<file path="config.mk">
export PLATFORM = sky130hd
export DESIGN_NAME = seg7_scan_driver
export DESIGN_NICKNAME = d
export VERILOG_FILES = /design/src/rtl/seg7_pkg.sv /design/src/rtl/seg7_glyph_dec.sv /design/src/rtl/seg7_scan_driver.sv
export SDC_FILE = /design/constraint.sdc
export NUM_CORES = 1
export LEC_CHECK = 0
export ABC_AREA = 1
export CAP_MARGIN = 20
export CORE_MARGIN = 4
export CORE_UTILIZATION = 50
export CTS_CLUSTER_DIAMETER = 50
export DETAILED_ROUTE_END_ITERATION = 10
export PLACE_DENSITY = 0.73
export SLEW_MARGIN = 5
export SYNTH_ARGS = -nofsm -noshare
export SYNTH_HDL_FRONTEND = slang
export SYNTH_SLANG_ARGS = --single-unit
</file>
<file path="constraint.sdc">
create_clock -name clk -period 3.1 [get_ports clk]
set_input_delay 0.31 -clock clk [delete_from_list [all_inputs] [get_ports clk]]
set_output_delay 0.31 -clock clk [all_outputs]
set_load 0.02 [all_outputs]
</file>
<file path="src/rtl/seg7_pkg.sv">
// Shared segment glyphs (active-low, bit6 = a) and polarity helper for the seg7 scan driver.
// Hex glyphs are only decoded when SEG7_HEX_DIGITS_EN is defined.
package seg7_pkg;

    localparam logic [6:0] SEG_0     = 7'b0000001;
    localparam logic [6:0] SEG_1     = 7'b1001111;
    localparam logic [6:0] SEG_2     = 7'b0010010;
    localparam logic [6:0] SEG_3     = 7'b0000110;
    localparam logic [6:0] SEG_4     = 7'b1001100;
    localparam logic [6:0] SEG_5     = 7'b0100100;
    localparam logic [6:0] SEG_6     = 7'b0100000;
    localparam logic [6:0] SEG_7     = 7'b0001111;
    localparam logic [6:0] SEG_8     = 7'b0000000;
    localparam logic [6:0] SEG_9     = 7'b0000100;
    localparam logic [6:0] SEG_A     = 7'b0001000;
    localparam logic [6:0] SEG_B     = 7'b1100000;
    localparam logic [6:0] SEG_C     = 7'b0110001;
    localparam logic [6:0] SEG_D     = 7'b1000010;
    localparam logic [6:0] SEG_E     = 7'b0110000;
    localparam logic [6:0] SEG_F     = 7'b0111000;
    localparam logic [6:0] SEG_BLANK = 7'b1111111;

    localparam logic [3:0] BLANK_CODE = 4'hF;

    function automatic logic [6:0] seg_polarity(input logic [6:0] seg_al, input logic active_low);
        return active_low ? seg_al : ~seg_al;
    endfunction

endpackage

</file>
<file path="src/rtl/seg7_glyph_dec.sv">
// 4-bit code to active-low 7-segment pattern. Codes 10-15 blank unless
// SEG7_HEX_DIGITS_EN is defined, in which case they show A,b,C,d,E,F.
module seg7_glyph_dec
    import seg7_pkg::*;
(
    input  logic [3:0] i_code,
    output logic [6:0] o_seg_al
);

    always_comb begin
        o_seg_al = SEG_BLANK;
        case (i_code)
            4'd0: o_seg_al = SEG_0;
            4'd1: o_seg_al = SEG_1;
            4'd2: o_seg_al = SEG_2;
            4'd3: o_seg_al = SEG_3;
            4'd4: o_seg_al = SEG_4;
            4'd5: o_seg_al = SEG_5;
            4'd6: o_seg_al = SEG_6;
            4'd7: o_seg_al = SEG_7;
            4'd8: o_seg_al = SEG_8;
            4'd9: o_seg_al = SEG_9;
`ifdef SEG7_HEX_DIGITS_EN
            4'hA: o_seg_al = SEG_A;
            4'hB: o_seg_al = SEG_B;
            4'hC: o_seg_al = SEG_C;
            4'hD: o_seg_al = SEG_D;
            4'hE: o_seg_al = SEG_E;
            4'hF: o_seg_al = SEG_F;
`endif
            default: o_seg_al = SEG_BLANK;
        endcase
    end

endmodule

</file>
<file path="src/rtl/seg7_scan_driver.sv">
// Multiplexed N-digit 7-segment driver: latched BCD word, refresh prescaler, ghosting guard,
// leading-zero blanking. SEG7_HEX_DIGITS_EN enables hex glyphs plus a "word valid" flag.
module seg7_scan_driver
    import seg7_pkg::*;
#(
    parameter int N_DIGITS       = 4,
    parameter int REFRESH_DIV    = 50000,
    parameter int GUARD          = 64,
    parameter int LZ_BLANK       = 1,
    parameter int ACTIVE_LOW_SEG = 1
) (
    input  logic                  clk,
    input  logic                  rst,
    input  logic                  load,
    input  logic [4*N_DIGITS-1:0] valores,
    input  logic                  en,
    output logic [6:0]            saidas,
    output logic [N_DIGITS-1:0]   anodos,
    output logic                  busy_tick
);

    localparam int PW = (REFRESH_DIV > 1) ? $clog2(REFRESH_DIV) : 1;
    localparam int IW = (N_DIGITS > 1) ? $clog2(N_DIGITS) : 1;
    localparam logic [6:0] SEG_OFF = seg_polarity(SEG_BLANK, ACTIVE_LOW_SEG != 0);

    logic [4*N_DIGITS-1:0] r_word;
    logic [PW-1:0]         r_presc;
    logic [IW-1:0]         r_idx;
    logic [6:0]            r_saidas;
    logic [N_DIGITS-1:0]   r_anodos;
    logic                  r_busy;

    logic [4*N_DIGITS-1:0] w_word_nxt;
    logic [PW-1:0]         w_presc_nxt;
    logic [IW-1:0]         w_idx_nxt;
    logic                  w_wrap_p;
    logic                  w_wrap_i;
    logic [3:0]            w_digit [N_DIGITS];
    logic [N_DIGITS-1:0]   w_lz;
    logic                  w_zero_run;
    logic [3:0]            w_code;
    logic                  w_blank;
    logic [N_DIGITS-1:0]   w_an;
    logic [6:0]            w_glyph;
    logic [6:0]            w_seg_al;
    logic [6:0]            w_seg;

`ifdef SEG7_HEX_DIGITS_EN
    // 4'hF is a real glyph here, so an explicit flag keeps the display dark until the first load.
    logic r_valid;
    always_ff @(posedge clk) begin
        if (rst) r_valid <= 1'b0;
        else if (load) r_valid <= 1'b1;
    end
`endif

    // Outputs are registered from next-state values so the latch, index and pins move together.
    always_comb begin
        w_word_nxt  = load ? valores : r_word;
        w_wrap_p    = (r_presc == PW'(REFRESH_DIV - 1));
        w_wrap_i    = (r_idx == IW'(N_DIGITS - 1));
        w_presc_nxt = r_presc;
        w_idx_nxt   = r_idx;
        if (en) begin
            if (w_wrap_p) begin
                w_presc_nxt = '0;
                w_idx_nxt   = w_wrap_i ? '0 : r_idx + IW'(1);
            end else begin
                w_presc_nxt = r_presc + PW'(1);
            end
        end

        w_digit    = '{default: '0};
        w_lz       = '0;
        w_zero_run = 1'b1;
        for (int k = N_DIGITS - 1; k >= 0; k--) begin
            w_digit[k] = w_word_nxt[4*k +: 4];
            w_zero_run = w_zero_run & (w_digit[k] == 4'd0);
            w_lz[k]    = (LZ_BLANK != 0) && (k != 0) && w_zero_run;
        end

        w_code  = w_digit[w_idx_nxt];
        w_blank = w_lz[w_idx_nxt];
`ifdef SEG7_HEX_DIGITS_EN
        w_blank = w_blank | ~(r_valid | load);
`endif

        w_an = '1;
        if (int'(w_presc_nxt) >= GUARD) w_an[w_idx_nxt] = 1'b0;
    end

    seg7_glyph_dec u_glyph (
        .i_code   (w_code),
        .o_seg_al (w_glyph)
    );

    assign w_seg_al = w_blank ? SEG_BLANK : w_glyph;
    assign w_seg    = seg_polarity(w_seg_al, ACTIVE_LOW_SEG != 0);

    always_ff @(posedge clk) begin
        if (rst) begin
            r_word   <= {N_DIGITS{BLANK_CODE}};
            r_presc  <= '0;
            r_idx    <= '0;
            r_anodos <= '1;
            r_saidas <= SEG_OFF;
            r_busy   <= 1'b0;
        end else begin
            if (load) r_word <= valores;
            r_presc <= w_presc_nxt;
            r_idx   <= w_idx_nxt;
            if (en) begin
                r_anodos <= w_an;
                r_saidas <= w_seg;
                r_busy   <= w_wrap_p & w_wrap_i;
            end else begin
                r_anodos <= '1;
                r_saidas <= SEG_OFF;
                r_busy   <= 1'b0;
            end
        end
    end

    assign saidas    = r_saidas;
    assign anodos    = r_anodos;
    assign busy_tick = r_busy;

endmodule

</file>
# Word level (Yosys, flattened, before mapping)
# Memory sizes are Yosys's and may differ from the RTL's. A register that Yosys moved wholly into a read port is not among the register bits.
# Index checks and enable logic that the tools add are counted.
[classes] addsub=2 magnitude_cmp=4 n_eq_ne=2 n_mux=13 bitwise=7 reduce_logical=7
[ops] operator="$mux 16" count=3
[ops] operator="$add 16x1->16 const B" count=1
[ops] operator="$eq 16x16->1 const B" count=1
[ops] operator="$ge 16x7->1 const B" count=1
[ops] operator="$logic_not 4->1" count=3
[ops] operator="$bmux 4 s2" count=1
[ops] operator="$mux 4" count=2
[ops] operator="$mux 2" count=3
[ops] operator="$reduce_or 3->1" count=2
[ops] operator="$not 4->4" count=1
[ops] operator="$and 1x1->1" count=3
[ops] operator="$ge 3x3->1 const B" count=1
[ops] operator="$lt 2x3->1 const B" count=1
[ops] operator="$not 2->3" count=1
[ops] operator="$add 2x1->2 const B" count=1
[ops] operator="$bmux 1 s2" count=1
[ops] operator="$demux 1 s2" count=1
[ops] operator="$eq 2x2->1 const B" count=1
[ops] operator="$ge 2x1->1 const B" count=1
[ops] operator="$mux 1" count=2
[ops] operator="$not 1->1" count=2
[ops] operator="$reduce_or 2->1" count=1
[ops] operator="$logic_and 1x1->1" count=1
[totals] ff_bits=39 rom_bits=112 in_bits=20 out_inout_bits=12 elab_cells=41 n_memories=1
[memory_table] memory="(name not given)" depth=16 width=7 read_ports=1 rd_clocked_by_memory_dff=1 wr=0 line="seg7_glyph_dec.sv:12" source="case (i_code)"

# Logic depth before layout (Yosys ltp)
[logic_depth] word_depth=9 mapped_depth=17

# Hierarchy
# From an unflattened synthesis, not the netlist that was laid out.
[hier_totals] hier_cells=372 area_unflattened_um2=2503.7
[by_module_without_submodules] mod="seg7_scan_driver" instances=1 cells_per_inst=337 area_each_um2=2316.0 seq_area_each_um2=920.9
[by_module_without_submodules] mod="seg7_glyph_dec" instances=1 cells_per_inst=35 area_each_um2=187.7 seq_area_each_um2=0.0

# Worst setup path after synthesis
# Ideal clock, no wire load.
[synth_path] kind="register to register" from="register r_presc[0]" to="register r_saidas[3], in the netlist saidas[3]" setup_ps=121 arrival_time_ps=2088 t_required_ps=2979 path_slack_ps=891 stages_incl_launch_ff=16 n_path_buf=0 synth_period_minus_slack_ps=2209 cell_sequence="dfxtp_1 > ha_1 > nand3_4 > nor2_4 > nand4_1 > nand2_4 > nor2_1 > nand2_1 > nand2_1 > nor2_1 > inv_1 > ha_1 > inv_1 > nand2_1 > nand3_1 > nand2_1"
[synth_via] elab_chain_len=7 elab_cells_between_ends=10 cone_classes="eq/ne: 1; mux: 7; bitwise: 1; reduce/logical: 1"
[synth_lines] element="from (decl)" line="seg7_scan_driver.sv:27" source="logic [PW-1:0] r_presc;"
[synth_lines] element="from (signal assigned)" line="seg7_scan_driver.sv:110" source="r_presc <= w_presc_nxt;"
[synth_lines] element="$eq 16x16->1 *" line="seg7_scan_driver.sv:60" source="w_wrap_p = (r_presc == PW'(REFRESH_DIV - 1));"
[synth_lines] element="$mux 2 *" line="seg7_scan_driver.sv:65" source="if (w_wrap_p) begin"
[synth_lines] element="$mux 2 *" line="seg7_scan_driver.sv:64" source="if (en) begin"
[synth_lines] element="$not 2->3 (not written as such)" line="seg7_scan_driver.sv:82" source="w_code = w_digit[w_idx_nxt];"
[synth_lines] element="$bmux 4 s2" line="seg7_scan_driver.sv:82"
[synth_lines] element="$mux 4 (not written as such) (2 in a row)" line="seg7_scan_driver.sv:82"
[synth_lines] element="to (decl)" line="seg7_scan_driver.sv:29" source="logic [6:0] r_saidas;"
# Every way passes the cells marked *; elsewhere a longest branch is shown, timed or not. The select of a mux whose other input is x is not followed.
# A chain may end at the register's enable or synchronous reset.

# Final worst setup path
[layout_path] from="input en" to="register r_saidas[0], in the netlist saidas[0]"
[layout_via] elab_chain_len=5 elab_cells_between_ends=9 cone_classes="mux: 6; bitwise: 2; reduce/logical: 1"
[layout_lines] element="from (decl)" line="seg7_scan_driver.sv:16" source="input logic en,"
[layout_lines] element="$mux 2" line="seg7_scan_driver.sv:64"
[layout_lines] element="$not 2->3 (not written as such)" line="seg7_scan_driver.sv:82"
[layout_lines] element="$bmux 4 s2" line="seg7_scan_driver.sv:82"
[layout_lines] element="$mux 4 (not written as such) (2 in a row)" line="seg7_scan_driver.sv:82"
# Several ways; a longest one is shown, not always the timed one. The select of a mux whose other input is x is not followed.

==> reports/metrics.yaml <==
outcome: "complete, no violations"
area_growth_pct: 19.5
vias: 2247
cp.depth: 13
cts_resized: 0
p_total_w: 0.00123
syn_nets: 383
die_w_um: 79.1
yosysTopAreaCellShare_pct: 36.5
hold_depth: 2
ys_warn_count: 0
drtIter0Drc: 104
dpl.hpwl_mm: 4.23
cts_sinks: 46
cp_slowest_stage_delay_ns: 0.83
cts_setup_buffers: 0
antenna_found_initial: 0
cp_max_fo: 15
tritoncts: "built"
fill_cells: 466
drc: 0
period_minus_slack_ns: 2.54
wl_mm: 5.35
final_area_sq_um: 3020
port_buffers: 31
htree_levels: 2
setup_viol: 0
grtUsageTotal_pct: 18.4
num_antenna_cells: 0
crit_family: "simple AND/OR/NAND/NOR gates"
ys_types: 35
firstDrtPassIters: 4
nets: 417
max_slew.worst_pin.slew_ns: 0.617
cts_hold_buf: 0
reg2reg_depth: 15
crit_slowest_cell: "clkdlybuf4s50_1"
drv_slew: 0
hold_viol: 0
start_util_pct: 52.4
std_cell_rows: 25
layout_common_cells: "nand2_1, dfxtp_1, nor2_1"
ctsLongestPathBuffers: 2
die_h_um: 79.1
final_common_cell: "nand2_1"
core_sq_um: 4820
grt_max_degree: 17
synth_seq_cells: 46
cp-start-kind: "input pin"
hp-class: "register to register"
io_pins: 32
async_flop_share_pct: 0
die_area_sq_um: 6250
insertion_delay_ns: 0.30
timing.slew.headroom_pct: 58.8
cp_data_required_time_ns: 3.29
syn_area_sq_um: 2520
crit_path_frequent_cell: "nand2_1"
ys_seq_area_share_pct: 36.5
worst-path-buf-inv: 3
numCtsBuffers: 5
synth_ff_type: "dfxtp_1"
fmax_ghz: 0.394
path_cells: "clkdlybuf4s50_1 -> nand4_1 -> nand2_4 -> nor2_1 -> nand2_1 -> nand2_1 -> nor2_1 -> inv_1 -> ha_1 -> inv_1 -> nand2_1 -> nand3_1 -> nand2_1"
clk_pin_slew_ns: 0.08
tns_ns: 0
ir_worst_vdd_mv: 0.227
drive_above_1_share_pct: 12.3
vias_per_cell: 4.92
syn-instance-count: 355
overflow: 0
period_share_pct: 81.8
power.density_nw_per_um2: 409
synth-edff-count: 0
placed_cell_area_sq_um: 2910
endpoint_kind: "register"
drv_cap: 0
rsz0062_at_grt: "no"
ant_nets: 0
grt_pass1_vias: 2071
arrival_ns: 2.73
synth_area_leaders: "dfxtp_1, nand2_1, nand3_1"
crit_type: "input pin to register"
grt_pass1_wl_mm: 9.11
clock_skew_ns: 0.00479
yosysTopAreaCell: "dfxtp_1"
wire_per_inst_um: 11.7
gp_routability_congestion: 0.923
clockRootBuffer: "clkbuf_8"
power_leakage_nw: 1.32
synth.avg_cell_area_sq_um: 7.11
routing by layer:
metal  vias to the layer above  global-route usage, %  part of all wire (%)
li1                       1194                      -                     -
met1                      1002                   24.1                    48
met2                        44                   30.1                    46
met3                         7                   3.74                   4.3
met4                         0                   6.36                   1.5
met5                         -                      0                     0
report_power, final:
part	switching [W]	internal (W)
Sequential	0.00000711	0.000612
Clock	0.000209	0.000241
Combinational	0.0000949	0.0000685
Total	0.000311	0.000921
flip-flops by register name, summed over array words and instances, names as in the netlist:
signal     flops
busy_tick      1
r_word        16
saidas         7
anodos         4
r_idx          2
r_presc       16
cell usage after synthesis, types with 2 or more instances:
cell	number
a21oi_1	3
inv_2	5
nand3_2	4
nor2_4	3
o211ai_1	3
inv_1	29
nand2_4	7
nor3_1	5
clkbuf_1	2
nor2_2	4
ha_1	8
nor2_1	38
nand2_2	8
mux2i_1	3
nand3_4	3
buf_2	4
xor2_1	4
dfxtp_1	46
o21ai_1	2
nand4_1	8
nand2_1	120
nand3_1	33
per-stage QoR:
stage	cells	setup slack [ns]	hold WS [ns]	util (%)
finish	457	0.565	0.455	62.6
global route	457	0.323	0.493	62.6
CTS	457	0.580	0.462	62.6
detailed placement	449	0.270	0.440	60.3
global placement	449	0.398	0.434	60.3
floorplan	355	0.891	0.382	-
path summary, 6_finish.rpt:
kind,slack (ns),start,end
setup reg to reg,0.59,r_presc[1],saidas[0]
hold reg to reg,0.45,r_word[14],r_word[14]
hold / removal,0.45,r_word[14],r_word[14]
setup / recovery,0.56,en,saidas[0]
kinds of logic after synthesis:
family,synth area share [%]
simple gates,46.7
flops,36.5
buf+inv,6.29
compound gates,3.62
fa+ha+maj,3.96
xor+xnor,1.73
mux,1.19
area by class of cell:
cell class	instances	area (sq um)	area share [%]
clock buffers	6	72.6	2.41
inverters	35	131	4.36
well taps	67	83.8	2.78
clock inverters	2	37.5	1.24
repair buffers	33	325	10.8
flip-flops and latches	46	921	30.5
multi-input cells	268	1450	47.9
tightest hold or removal path, delay by kind of cell, from the launching register on:
family / cells / cell delay, ns
simple gates: 2 / 0.12
flops: 1 / 0.31
(Power assumes the default switching activity.)
==> RTL edit 1 (same settings) <==
Change the parameter `N_DIGITS` from 4 to 2.
--- a/src/rtl/seg7_scan_driver.sv
+++ b/src/rtl/seg7_scan_driver.sv
@@ -4,5 +4,5 @@
     import seg7_pkg::*;
 #(
-    parameter int N_DIGITS       = 4,
+    parameter int N_DIGITS       = 2,
     parameter int REFRESH_DIV    = 50000,
     parameter int GUARD          = 64,
Interface: changed (resized anodos and valores); port bits go from 32 to 22. The function was not compared with the original's and may differ.
==> RTL edit 1 against the unedited design <==
- register-to-register slack lost 220 ps
- area after synthesis fell by 28%
- worst setup slack worse by 190 ps
- power shrank 18%
- die area shrank 25%
- final area shrank 27%
- cell count fell by 27%
- count of clock-buffer cells in the layout unchanged
- sequential cell count down 11
- fmax shrank 7.1%
- wire length shrank 27%
==> RTL edit 1: results <==
set metrics [dict create \
    status "finished clean" \
    synth-xor-area-share 0.00959 \
    ys_seq_area_frac 0.384 \
    cts_root_buf "clkbuf_8" \
    leakage_nw 0.951 \
    pg_comb_mw 0.116 \
    synthAdderAreaFrac 0.0548 \
    p_sw_mw 0.240 \
    drt_iter0_drc 114 \
    grt_usage 0.187 \
    synth.distinct_cells 31 \
    reg2reg_to "saidas[3]$_SDFF_PP1_" \
    grt_max_degree 16 \
    layout.nets 305 \
    dp_cells 324 \
    worstSetupStartpointType "register" \
    fillers 323 \
    ir_drop_mv 0.274 \
    post_layout_nonfiller_instances 332 \
    gp_congestion 0.875 \
    synth_compound_area_frac 0.0808 \
    comb_power_share 0.114 \
    regMostFlops "r_presc" \
    grt_pass1_vias 1474 \
    drive_gt1_frac 0.101 \
    path_max_fanout 7 \
    fin_area_um2 2200 \
    async_flop_share 0 \
    post_drt_via_cell_ratio 5.07 \
    cp.arrival_ps 2880 \
    max_stage_delay_ps 380 \
    dpl.hpwl_um 2950 \
    io_buffers 21 \
    whs_ps 464 \
    wl_um 3920 \
    synth_fp_nets 279 \
    syn_avg_cell_area_um2 7.05 \
    dp_slack_ps 158 \
    whs_path_depth 2 \
    clk-insertion-delay-late_ps 290 \
    path_delay_family "adder cells" \
    r2r_cells 14 \
    postPlaceCellArea_um2 2080 \
    crit_slowest_cell "dfxtp_1" \
    hold_end "r_word[3]$_SDFF_PP1_" \
    r2r_slack_ps 370 \
]
[RTL edit 1: cell count changes after synthesis, sizes merged, moves of 2 or more]
cell	unedited run	this run
nor3	7	1
a21oi	4	7
a211oi	0	2
xor2	4	1
buf	4	2
nand2	135	73
dfxtp	46	35
nand4	8	6
nor2	46	39
o21ai	3	6
nand3	40	34
inv	34	32
[RTL edit 1: cells by family (layout without fill, tap and decap cells)]
logic type,after synthesis,in the layout
and+or+nand+nor,154,154
muxes,3,3
xor gates and xnor gates,2,2
AOI/OAI and AO/OA,21,21
adders and majority gates,8,8
buffers and inverters,36,63
DFF,35,35
[RTL edit 1: cell type report]
type	instances	area share
inverter	33	0.0562
tap	46	0.0261
clock buffer	6	0.0375
multi-input combinational	188	0.447
timing repair buffer	22	0.0988
sequential	35	0.318
clock inverter	2	0.0159
[RTL edit 1: per-layer routing]
metal,routed length [um],track usage
met1,1920,0.249
met2,1750,0.281
met3,206,0.0509
met4,54,0.0794
met5,0,0
==> RTL edit 2 (config.mk and constraints unchanged) <==
Made on the original files. Put one more register stage on the output `busy_tick`, with the module's reset. The value now appears one clock later. The other outputs are not delayed to match.
--- a/src/rtl/seg7_scan_driver.sv
+++ b/src/rtl/seg7_scan_driver.sv
@@ -124,5 +124,11 @@
     assign saidas    = r_saidas;
     assign anodos    = r_anodos;
-    assign busy_tick = r_busy;
+    always_ff @(posedge clk) begin
+        if (rst) begin
+            busy_tick <= '0;
+        end else begin
+            busy_tick <= r_busy;
+        end
+    end
 
 endmodule
Formal check against the unedited RTL: no difference found for any inputs over 10 cycles, from zero or initial values and one cycle with rst high; that may be too few to reach the edited logic, so the function may still have changed.
==> RTL edit 2 against the unedited design <==
- hold slack worse by 44 ps
- sequential cell count is 1 higher
- wire length is 0.17% lower
- register-to-register slack worse by 30 ps
- fmax is 1.7% lower
- synthesized cell count is 1.1% higher
- worst setup slack worse by 45 ps
- area after synthesis is 1.2% higher
- final area is 0.58% higher
- first-iteration DRC count is 15% higher
- global-route usage is 0.27 points higher
- core utilization hardly changed
- power is 5.8% lower
- highest routed layer unchanged
==> RTL edit 2: results <==
set metrics [dict create \
    drive_gt1_frac 0.127 \
    min_path_type "reg2reg" \
    grt_usage 0.187 \
    yosysWarnings 0 \
    grt_pass1_vias 2151 \
    synth.top_cell.area_share 0.368 \
    synth.distinct_cells 35 \
    status "finished clean" \
    synth_area_leaders "dfxtp_1 (37%), nand2_1 (18%), nand3_1 (6.5%)" \
    path_max_fanout 15 \
    cts.clk_slew.worst_paths_ps 80 \
    drt_iter0_drc 120 \
    io_buffers 31 \
    gp_congestion 0.926 \
    leakage_nw 1.33 \
    grt_max_degree 16 \
    path_delay_family "simple AND/OR/NAND/NOR gates" \
    post_drt_via_cell_ratio 4.88 \
    r2r_cells 15 \
    clkPwrFrac 0.312 \
    first_pass_iters 4 \
    cts_root_buf "clkbuf_8" \
    clockBufferDepth 2 \
    cts_max_level 2 \
    fillers 452 \
    antenna_cells 0 \
    seqPwrFrac 0.545 \
    max_stage_delay_ps 850 \
    synth_fp_nets 387 \
    ys.flop_type "dfxtp_1" \
    fin_worst_skew_ps 6.50 \
    clk-insertion-delay-late_ps 300 \
    whs_path_depth 2 \
    async_flop_share 0 \
    tightest_slew_ps 593 \
    yosys-top-cells-count "nand2_1 (120), dfxtp_1 (47), nor2_1 (39)" \
    p_int_mw 0.853 \
    ir_drop_mv 0.315 \
    cp.arrival_ps 2770 \
    cts_resized 0 \
    layout.nets 422 \
    crit_slowest_cell "clkdlybuf4s50_1" \
    p_per_area_nw_per_um2 383 \
    ys_seq_area_frac 0.368 \
    antenna_found_initial 0 \
    cts_buffers 5 \
    grt_pass1_wl_um 9480 \
    dpl.hpwl_um 4230 \
    wl_um 5340 \
    post-cts-setup-buffers 0 \
]
## RTL edit 2: final timing paths
kind,from,end,slack [ps]
worst max register to register,r_presc[0]$_SDFF_PP0_,saidas[0]$_SDFF_PP1_,560
worst max-delay path,en,saidas[0]$_SDFF_PP1_,520
worst min register to register,r_busy$_SDFF_PP0_,busy_tick$_SDFF_PP0_,410
worst min-delay path,r_busy$_SDFF_PP0_,busy_tick$_SDFF_PP0_,410
## RTL edit 2: per-layer routing
metal	vias to the layer above	wire (um)	GRT usage
li1	1209	-	-
met1	989	2490	0.234
met2	47	2500	0.316
met3	8	254	0.0384
met4	0	91	0.0670
met5	-	0	0
## RTL edit 2: cell families (layout without fill, tap and decap cells)
logic type	after synthesis	count (layout)	share of synthesized area
buf+inv	43	79	0.0651
xor+xnor	5	5	0.0171
flops	47	47	0.368
fa+ha+maj	8	8	0.0392
simple gates	240	240	0.463
mux	3	3	0.0117
compound gates	13	13	0.0357
## RTL edit 2: cell type report
type / instances / area, um2 / area share
Clock inverter: 2 / 12.5 / 0.00412
Timing Repair Buffer: 35 / 340 / 0.112
Tap cell: 67 / 83.8 / 0.0276
Clock buffer: 6 / 72.6 / 0.0239
Multi-Input combinational cell: 269 / 1450 / 0.478
Inverter: 36 / 135 / 0.0445
Sequential cell: 47 / 941 / 0.310
## RTL edit 2: worst reg2reg max path, delay by kind of cell (launching register included)
family / cells / cell delay (ps)
adders and majority gates: 2 / 440
buffers and inverters: 2 / 180
and+or+nand+nor: 11 / 1430
DFF: 1 / 390
## RTL edit 2: metrics by stage
step                instances  worst slack [ps]   util  instance area [um2]  hold slack (ps)
CTS                       462               544  0.626                 3030              410
global placement          454               377  0.608                 2950              401
detailed placement        454               255  0.608                 2950              399
floorplan                 359               891      -                 2560              388
global route              462               312  0.626                 3030              451
finish                    462               520  0.626                 3030              410
